[config.mk]
export PLATFORM = sky130hd
export DESIGN_NAME = emu_channel_combiner
export DESIGN_NICKNAME = d
export VERILOG_FILES = /design/src/rtl/emu_pkg.sv /design/src/rtl/emu_cplx_scale.sv /design/src/rtl/emu_channel_combiner.sv
export SDC_FILE = /design/constraint.sdc
export NUM_CORES = 1
export LEC_CHECK = 0
export ABC_CLOCK_PERIOD_IN_PS = 2800
export BUFFER_PORTS_ARGS = -buffer_cell sky130_fd_sc_hd__buf_4
export CAP_MARGIN = 15
export CORE_MARGIN = 4
export CORE_UTILIZATION = 63
export CTS_CLUSTER_SIZE = 14
export DETAILED_ROUTE_END_ITERATION = 8
export HOLD_SLACK_MARGIN = 0.08
export PLACE_DENSITY = 0.83
export SLEW_MARGIN = 20
export SYNTH_ARGS = -nofsm -noshare
export SYNTH_HDL_FRONTEND = slang
export SYNTH_SLANG_ARGS = --single-unit
[constraint.sdc]
create_clock -name clk -period 2.8 [get_ports clk]
set_input_delay 0.14 -clock clk [delete_from_list [all_inputs] [get_ports clk]]
set_output_delay 0.14 -clock clk [all_outputs]
set_load 0.005 [all_outputs]
[src/rtl/emu_pkg.sv]
// Shared definitions for the emu GPS synthesizer stages: NCO sample width,
// complex NCO sample type and a width-parameterised saturation helper.
package emu_pkg;

   localparam int NCO_W = 6;

   typedef struct packed {
      logic signed [NCO_W-1:0] re;
      logic signed [NCO_W-1:0] im;
   } cplx_nco_t;

   // Clamp v to the signed range of a w-bit value; the caller keeps the low w bits.
   function automatic logic signed [31:0] sat(input logic signed [31:0] v, input int unsigned w);
      logic signed [31:0] hi;
      logic signed [31:0] lo;
      hi = (32'sd1 <<< (w - 1)) - 32'sd1;
      lo = -(32'sd1 <<< (w - 1));
      if (v > hi) return hi;
      if (v < lo) return lo;
      return v;
   endfunction

endpackage

[src/rtl/emu_cplx_scale.sv]
// Stage 1 of the channel combiner: applies the spreading sign and the unsigned
// channel gain to one complex NCO sample and registers the products.
module emu_cplx_scale
   import emu_pkg::*;
#(
   parameter int IN_W   = NCO_W,
   parameter int GAIN_W = 4,
   parameter int PROD_W = IN_W + GAIN_W + 2
) (
   input  logic                     clk,
   input  logic                     reset,
   input  logic                     en,
   input  logic                     code_bit,
   input  logic [GAIN_W-1:0]        gain,
   input  logic signed [IN_W-1:0]   re,
   input  logic signed [IN_W-1:0]   im,
   output logic signed [PROD_W-1:0] re_p1,
   output logic signed [PROD_W-1:0] im_p1
);

   logic signed [IN_W:0]     x_re_p0, x_im_p0;
   logic signed [IN_W:0]     s_re_p0, s_im_p0;
   logic signed [GAIN_W:0]   g_p0;
   logic signed [PROD_W-1:0] m_re_p0, m_im_p0;

   // One guard bit so negating the most negative sample does not wrap.
   always_comb begin
      x_re_p0 = {re[IN_W-1], re};
      x_im_p0 = {im[IN_W-1], im};
      s_re_p0 = code_bit ? -x_re_p0 : x_re_p0;
      s_im_p0 = code_bit ? -x_im_p0 : x_im_p0;
      g_p0    = {1'b0, gain};
      m_re_p0 = PROD_W'(s_re_p0) * PROD_W'(g_p0);
      m_im_p0 = PROD_W'(s_im_p0) * PROD_W'(g_p0);
   end

   // ---- stage 1 register ----
   always_ff @(posedge clk or posedge reset) begin
      if (reset) begin
         re_p1 <= '0;
         im_p1 <= '0;
      end else if (en) begin
         re_p1 <= m_re_p0;
         im_p1 <= m_im_p0;
      end
   end

endmodule

[src/rtl/emu_channel_combiner.sv]
// Sums sign/gain-weighted per-channel complex Doppler samples into one composite
// sample per frame. Optional EMU_COMBINER_SAT_CNT_EN adds a saturating overflow counter.
module emu_channel_combiner
   import emu_pkg::*;
#(
   parameter int NUM_CHAN = 12,
   parameter int IN_W     = NCO_W,
   parameter int GAIN_W   = 4,
   parameter int SHIFT    = 2,
   parameter int OUT_W    = 8
) (
   input  logic                        clk,
   input  logic                        reset,
   input  logic                        dv_in,
   input  logic [$clog2(NUM_CHAN)-1:0] chan,
   input  logic                        code_bit,
   input  logic [GAIN_W-1:0]           gain,
   input  logic signed [IN_W-1:0]      real_in,
   input  logic signed [IN_W-1:0]      imag_in,
   output logic                        dv_out,
   output logic signed [OUT_W-1:0]     real_out,
   output logic signed [OUT_W-1:0]     imag_out,
   output logic                        overflow,
`ifdef EMU_COMBINER_SAT_CNT_EN
   output logic                        seq_err,
   output logic [15:0]                 sat_count
`else
   output logic                        seq_err
`endif
);

   localparam int CHAN_W = $clog2(NUM_CHAN);
   localparam int PROD_W = IN_W + GAIN_W + 2;
   localparam int ACC_W  = PROD_W + CHAN_W;
   localparam logic [CHAN_W-1:0] LAST = CHAN_W'(NUM_CHAN - 1);

   logic [CHAN_W-1:0]        exp_chan, exp_next;
   logic                     match_p0, accept_p0;
   logic                     vld_p1, first_p1, last_p1;
   logic signed [PROD_W-1:0] re_p1, im_p1;
   logic                     vld_p2;
   logic signed [ACC_W-1:0]  acc_re_p2, acc_im_p2;
   logic signed [ACC_W-1:0]  y_re_p2, y_im_p2;
   logic signed [31:0]       sat_re_p2, sat_im_p2;
   logic                     clip_p2;

   // An out-of-order index drops the frame; only chan 0 may restart one.
   always_comb begin
      match_p0  = (chan == exp_chan);
      accept_p0 = dv_in && (match_p0 || chan == '0);
      exp_next  = exp_chan;
      if (dv_in) begin
         if (!accept_p0 || chan == LAST) exp_next = '0;
         else                            exp_next = chan + CHAN_W'(1);
      end
   end

   emu_cplx_scale #(
      .IN_W   (IN_W),
      .GAIN_W (GAIN_W),
      .PROD_W (PROD_W)
   ) u_scale (
      .clk      (clk),
      .reset    (reset),
      .en       (accept_p0),
      .code_bit (code_bit),
      .gain     (gain),
      .re       (real_in),
      .im       (imag_in),
      .re_p1    (re_p1),
      .im_p1    (im_p1)
   );

   // ---- stage 1 control ----
   always_ff @(posedge clk or posedge reset) begin
      if (reset) begin
         exp_chan <= '0;
         vld_p1   <= 1'b0;
         first_p1 <= 1'b0;
         last_p1  <= 1'b0;
         seq_err  <= 1'b0;
      end else begin
         exp_chan <= exp_next;
         vld_p1   <= accept_p0;
         first_p1 <= (chan == '0);
         last_p1  <= (chan == LAST);
         seq_err  <= dv_in && !match_p0;
      end
   end

   // ---- stage 2: frame accumulator ----
   always_ff @(posedge clk or posedge reset) begin
      if (reset) begin
         acc_re_p2 <= '0;
         acc_im_p2 <= '0;
         vld_p2    <= 1'b0;
      end else begin
         vld_p2 <= vld_p1 && last_p1;
         if (vld_p1) begin
            acc_re_p2 <= (first_p1 ? '0 : acc_re_p2) + ACC_W'(re_p1);
            acc_im_p2 <= (first_p1 ? '0 : acc_im_p2) + ACC_W'(im_p1);
         end
      end
   end

   always_comb begin
      y_re_p2   = acc_re_p2 >>> SHIFT;
      y_im_p2   = acc_im_p2 >>> SHIFT;
      sat_re_p2 = sat(32'(y_re_p2), OUT_W);
      sat_im_p2 = sat(32'(y_im_p2), OUT_W);
      clip_p2   = (sat_re_p2 != 32'(y_re_p2)) || (sat_im_p2 != 32'(y_im_p2));
   end

   // ---- stage 3: scale, saturate, strobe out ----
   always_ff @(posedge clk or posedge reset) begin
      if (reset) begin
         real_out <= '0;
         imag_out <= '0;
         dv_out   <= 1'b0;
         overflow <= 1'b0;
      end else begin
         dv_out   <= vld_p2;
         overflow <= vld_p2 && clip_p2;
         if (vld_p2) begin
            real_out <= sat_re_p2[OUT_W-1:0];
            imag_out <= sat_im_p2[OUT_W-1:0];
         end
      end
   end

`ifdef EMU_COMBINER_SAT_CNT_EN
   always_ff @(posedge clk or posedge reset) begin
      if (reset)                                   sat_count <= '0;
      else if (vld_p2 && clip_p2 && sat_count != '1) sat_count <= sat_count + 16'd1;
   end
`endif

endmodule

# Word-level counts from Yosys, hierarchy flattened
# Cells that the tools add are included.
word_totals:
  register_bits: 83
  word_cells: 58
  in_bits: 24
classes:
  mul: 2
  n_lt_le_gt_ge: 4
  n_reduce_logical: 10
  muxes: 19
  eq_ne: 4
  add_sub_neg: 5
ops:
  columns: ["cell", "n"]
  rows:
  - ["$mux 32", 8]
  - ["$ne 32x14->1", 2]
  - ["$add 16x16->16", 2]
  - ["$mux 16", 2]
  - ["$gt 14x8->1 const B", 2]
  - ["$lt 14x8->1 const B", 2]
  - ["$mul 7x5->12", 2]
  - ["$mux 7", 2]
  - ["$neg 6->7", 2]
  - ["$mux 1", 6]
  - ["$add 4x1->4 const B", 1]
  - ["$eq 4x4->1", 1]
  - ["$eq 4x4->1 const B", 1]
  - ["$logic_and 1x1->1", 4]
  - ["$logic_not 4->1", 1]
  - ["$mux 4", 1]
  - ["$logic_or 1x1->1", 3]
  - ["$logic_not 1->1", 2]

# Logic depth before layout (Yosys ltp)
logic_depth:
  depth_word: 8
  ltp_mapped: 18

# Hierarchy
# Synthesis repeated with hierarchy kept, for this count alone.
unflattened:
  cells_unflattened: 826
  hier_area_um2: 7549.7
by_module_without_submodules:
  columns: ["mod", "area_each_um2", "instances", "seq_area_each_um2", "cells_each"]
  rows:
  - ["emu_channel_combiner", 4083.9, 1, 1476.4, 448]
  - ["emu_cplx_scale", 3465.8, 1, 600.6, 378]

# Worst setup path after synthesis
# Ideal clock, no wire load.
synth_path:
  kind: "input to register"
  start: "input port imag_in[2]"
  end: "register u_scale.im_p1[9]"
  setup_time_ns: 0.130
  n_path_buf: 0
  slack_ns: -1.172
  arrival_time_ns: 3.842
  cell_stages: 16
  cell_sequence: "or3_1 > nand2_1 > xor2_1 > nor2b_1 > ha_1 > fa_1 > inv_1 > fa_1 > inv_1 > ha_1 > and3_1 > a2111o_1 > a21o_1 > a21oi_1 > xor2_1 > o21ai_1"
synth_via:
  elab_chain_cells: 3
synth_rtl:
  columns: ["item", "line", "rtl"]
  rows:
  - ["start: declaration", "emu_channel_combiner.sv:19", "input logic signed [IN_W-1:0] imag_in,"]
  - ["$neg 6->7", "emu_cplx_scale.sv:31", "s_im_p0 = code_bit ? -x_im_p0 : x_im_p0;"]
  - ["$mux 7 *", "emu_cplx_scale.sv:31", null]
  - ["$mul 7x5->12 *", "emu_cplx_scale.sv:34", "m_im_p0 = PROD_W'(s_im_p0) * PROD_W'(g_p0);"]
  - ["end signal: assignment", "emu_cplx_scale.sv:44", "im_p1 <= m_im_p0;"]
  - ["end: declaration", "emu_cplx_scale.sv:18", "output logic signed [PROD_W-1:0] im_p1"]
# Mark *: on every way between the ends. The rest lies on a longest branch, timed or not.
# A chain may end at the register's enable or synchronous reset.

# Worst setup path after layout
layout_path:
  start: "input port imag_in[0]"
  end: "register u_scale.im_p1[9]"
# Same word-level chain as after synthesis.

==> qor.tcl <==
set qor(die_w_um) 117
set qor(dp_hpwl_um) 12500
set qor(overall_global_routing_usage_pct) 26.8
set qor(post_synth_num_cell_types) 62
set qor(detailedRoute.firstPassIterationCount) 5
set qor(drive_gt1_share_pct) 24.8
set qor(start_util_pct) 64.9
set qor(grt_antenna_before_repair) 0
set qor(startpoint_type) {input pin}
set qor(ys_async_sr_fraction_pct) 100
set qor(vias_per_cell) 5.74
set qor(crit_path_buf_inv_count) 5
set qor(layout_area_overhead_pct) 26.2
set qor(yosys.area.top_type_share_pct) 27.8
set qor(critical-path-top-delay-family) {adder cells}
set qor(timing_worst_slew_pin_value_ns) 0.724
set qor(grt_max_degree) 60
set qor(place.port_buffers) 42
set qor(setup_slack_ns) -0.758
set qor(max-cap-violations) 0
set qor(globalRoute.totalOverflow) 0
set qor(place_inst) 1085
set qor(synth.ff_latch_count) 83
set qor(clock_tree.buffer_depth) 2
set qor(drc_violations_left) 0
set qor(fin_nets) 1106
set qor(n_fill_cell) 676
set qor(numCtsBuffers) 9
set qor(placement.cell_area_mm2) 0.00865
set qor(clkSlewWorstSetupHoldPaths_ns) 0.06
set qor(synth_area_per_cell_um2) 8.79
set qor(rsz_0062_raised_after_global_routing) {yes}
set qor(timing_worst_setup_path_type) {input pin to flip-flop}
set qor(run_status) {finished, violations left}
set qor(clk_root_buffer_cell) {clkbuf_16}
set qor(synthesis.instances) 851
set qor(cts_sinks) 83
set qor(first_global_vias) 6649
set qor(gp_congestion) 0.913
set qor(yosysMostFrequentCell) {inv_1}
set qor(via_count) 6422
set qor(dpl_worst_slack_ns) -1.11
set qor(library_cell_contributing_the_largest_single_delay_on_the_critical_path) {fa_1}
set qor(worstSkewPairLatency_ns) 0.34
set qor(final.period_utilization_pct) 127
set qor(mappedNetlistNets) 987
set qor(post_synth_main_area_contributors) {dfrtp_1 (28%), ha_1 (13%), fa_1 (8.6%), nor2b_1 (5.2%), inv_1 (4.6%)}
set qor(finish.cell_count_without_fillers) 1118
set qor(timing.critical_path.arrival_ns) 3.77
set qor(ir_drop_v) 0.000383
set qor(worst_setup_path_end_kind) {flip-flop}
set qor(cpPeakStageDelay_ns) 0.53
set qor(ios) 43
set qor(total_leakage_power_nw) 4.68
set qor(cp.required_ns) 3.02
set qor(drv_slew) 0
set qor(dieHeight_um) 117
set qor(critical_path.cell_chain) {buf_8 > or3_4 > nand2_4 > xor2_4 > buf_4 > buf_4 > buf_4 > nand2b_1 > fa_1 > fa_1 > inv_2 > ha_4 > and3_4 > a2111o_1 > a21o_1 > a21oi_2 > xor2_1 > o21ai_1}
set qor(yosys.area.top_type) {dfrtp_1}
set qor(cp_max_fo) 3
set qor(final_design_area_no_fill_mm2) 0.00944
set qor(final_setup_violation_count) 13
set qor(critical-path-top-cell-by-count) {buf_4}
set qor(min_period_ns) 3.56
set qor(synth_sequential_area_ratio_pct) 27.8
set qor(synth-main-ff-cell) {dfrtp_1}
set qor(core-area_mm2) 0.0115
set qor(drt_wl_total_um) 17600
set qor(final-hold-violation-count) 0
set qor(p_per_area_mw_per_mm2) 889
set qor(synthesis.yosys.warnings) 0
set qor(synthesis.area_mm2) 0.00748
set qor(timing.hold.worst.class) {input pin to flip-flop}
set qor(totalNegativeSetupSlack_ns) -7.18
set qor(avgRoutedWirePerCell_um) 15.8
set qor(placementRows) 39
set qor(first_pass_grt_wire_length_um) 29800
set qor(area_enclosed_by_the_die_boundary_mm2) 0.0137
set qor(antenna-diode-count) 0
set qor(violations_in_the_final_reports) {negative setup slack}
set qor(cts_tree) {yes}
set qor(finalPower_mw) 8.39
set qor(detailedRoute.firstIterationViolations) 460
set qor(antenna_violating_nets_post_route) 0
set qor(htree_num_levels) 3
set qor(maxClockFrequency_mhz) 281
set qor(finalClockSkew_ns) 0.00727
set qor(max_transition_margin_pct) 51.8
set qor(synth.cells.most_frequent) {inv_1 (91), dfrtp_1 (83), ha_1 (80)}
set qor(synth_enable_flop_cells) 0
cell usage in the layout, fill, tap and decap left out, types with 12 or more instances in the layout:
cell,n
buf_4,114
dfrtp_1,83
inv_1,78
nand2_1,70
ha_1,67
nor2b_1,58
a21oi_1,52
nor2_1,39
fa_1,32
o21ai_0,29
xor2_1,24
a21o_1,21
nor3_1,20
nand2b_1,19
and2_1,17
o21ai_1,15
xnor2_1,15
mux2_2,13
inv_2,12
ha_4,12
report_power, final:
group / total, mW / internal [mW] / leakage (nW) / switching [mW]
Clock: 1.37 / 0.895 / 0.161 / 0.475
Sequential: 2.04 / 1.62 / 1.06 / 0.420
Combinational: 4.98 / 2.33 / 3.46 / 2.65
Total: 8.39 / 4.84 / 4.68 / 3.55
metrics by stage:
step                utilization, %  hold slack [ns]
floorplan                        -            0.217
global placement              75.2            0.366
detailed placement            75.2            0.381
CTS                           80.5            0.152
global route                  82.0            0.176
finish                        82.0            0.168
area by class of cell:
| class | instances | area [um^2] | share of cell area, % |
|---|---|---|---|
| clock buffers | 10 | 239 | 2.53 |
| clock inverters | 6 | 113 | 1.19 |
| inverters | 92 | 348 | 3.69 |
| multi-input cells | 653 | 5440 | 57.6 |
| flip-flops and latches | 83 | 2080 | 22.0 |
| well taps | 143 | 179 | 1.90 |
| repair buffers | 131 | 1040 | 11.1 |
worst register-to-register path: stages (launching register included):
cell	delay [ns]
dfrtp_1	0.42
buf_4	0.17
buf_4	0.18
nor2b_1	0.17
ha_1	0.30
a21oi_1	0.15
o21ai_1	0.15
o221a_4	0.27
o311a_1	0.37
nor3_1	0.16
and3b_1	0.19
kinds of logic (layout without fill, tap and decap cells):
logic type / Yosys count / after routing / synth area share [%]
buffers and inverters: 115 / 239 / 5.77
multiplexers: 16 / 16 / 2.36
AO/OA/AOI/OAI: 199 / 199 / 17.2
adder cells (fa/ha/maj): 112 / 112 / 22.0
flip-flops: 83 / 83 / 27.8
XOR/XNOR: 47 / 47 / 5.51
AND/OR/NAND/NOR: 279 / 279 / 19.5
what timing repair did:
item,CTS,global route
cloned,0,0
pin swaps,39,26
setup endpoints to repair,14,18
endpoints found under the hold margin,64,0
hold buffers,6,0
setup buffers,5,7
gates resized for setup,38,31
registers in the layout (all words and copies together), names as in the netlist:
register / count
acc_im_p2: 16
dv_out: 1
last_p1: 1
overflow: 1
imag_out: 8
exp_chan: 4
u_scale.re_p1: 12
real_out: 8
first_p1: 1
acc_re_p2: 16
vld_p1: 1
u_scale.im_p1: 12
vld_p2: 1
seq_err: 1
layer usage:
metal | track usage, % | routed length (um) | part of all wire (%)
met1 | 33.3 | 7570 | 43
met2 | 48.0 | 8940 | 51
met3 | 2.88 | 662 | 3.8
met4 | 10.0 | 448 | 2.5
met5 | 0 | 0 | 0
final timing paths:
| path | startpoint | to | slack [ns] | cells after the start |
|---|---|---|---|---|
| worst min-delay path | gain[0] | u_scale.im_p1[0]$_DFFE_PP0P_ | 0.17 | 3 |
| worst max-delay path | imag_in[0] | u_scale.im_p1[9]$_DFFE_PP0P_ | -0.76 | 18 |
| worst max register to register | first_p1$_DFF_PP0_ | acc_im_p2[15]$_DFFE_PP0P_ | 0.17 | 10 |
| min in group asynchronous | reset | acc_re_p2[11]$_DFFE_PP0P_ | 0.48 | 3 |
| worst min register to register | last_p1$_DFF_PP0_ | vld_p2$_DFF_PP0_ | 0.47 | 1 |
| max in group asynchronous | reset | u_scale.re_p1[0]$_DFFE_PP0P_ | 1.62 | 4 |
Note: power is estimated with default switching activity, not from simulation.
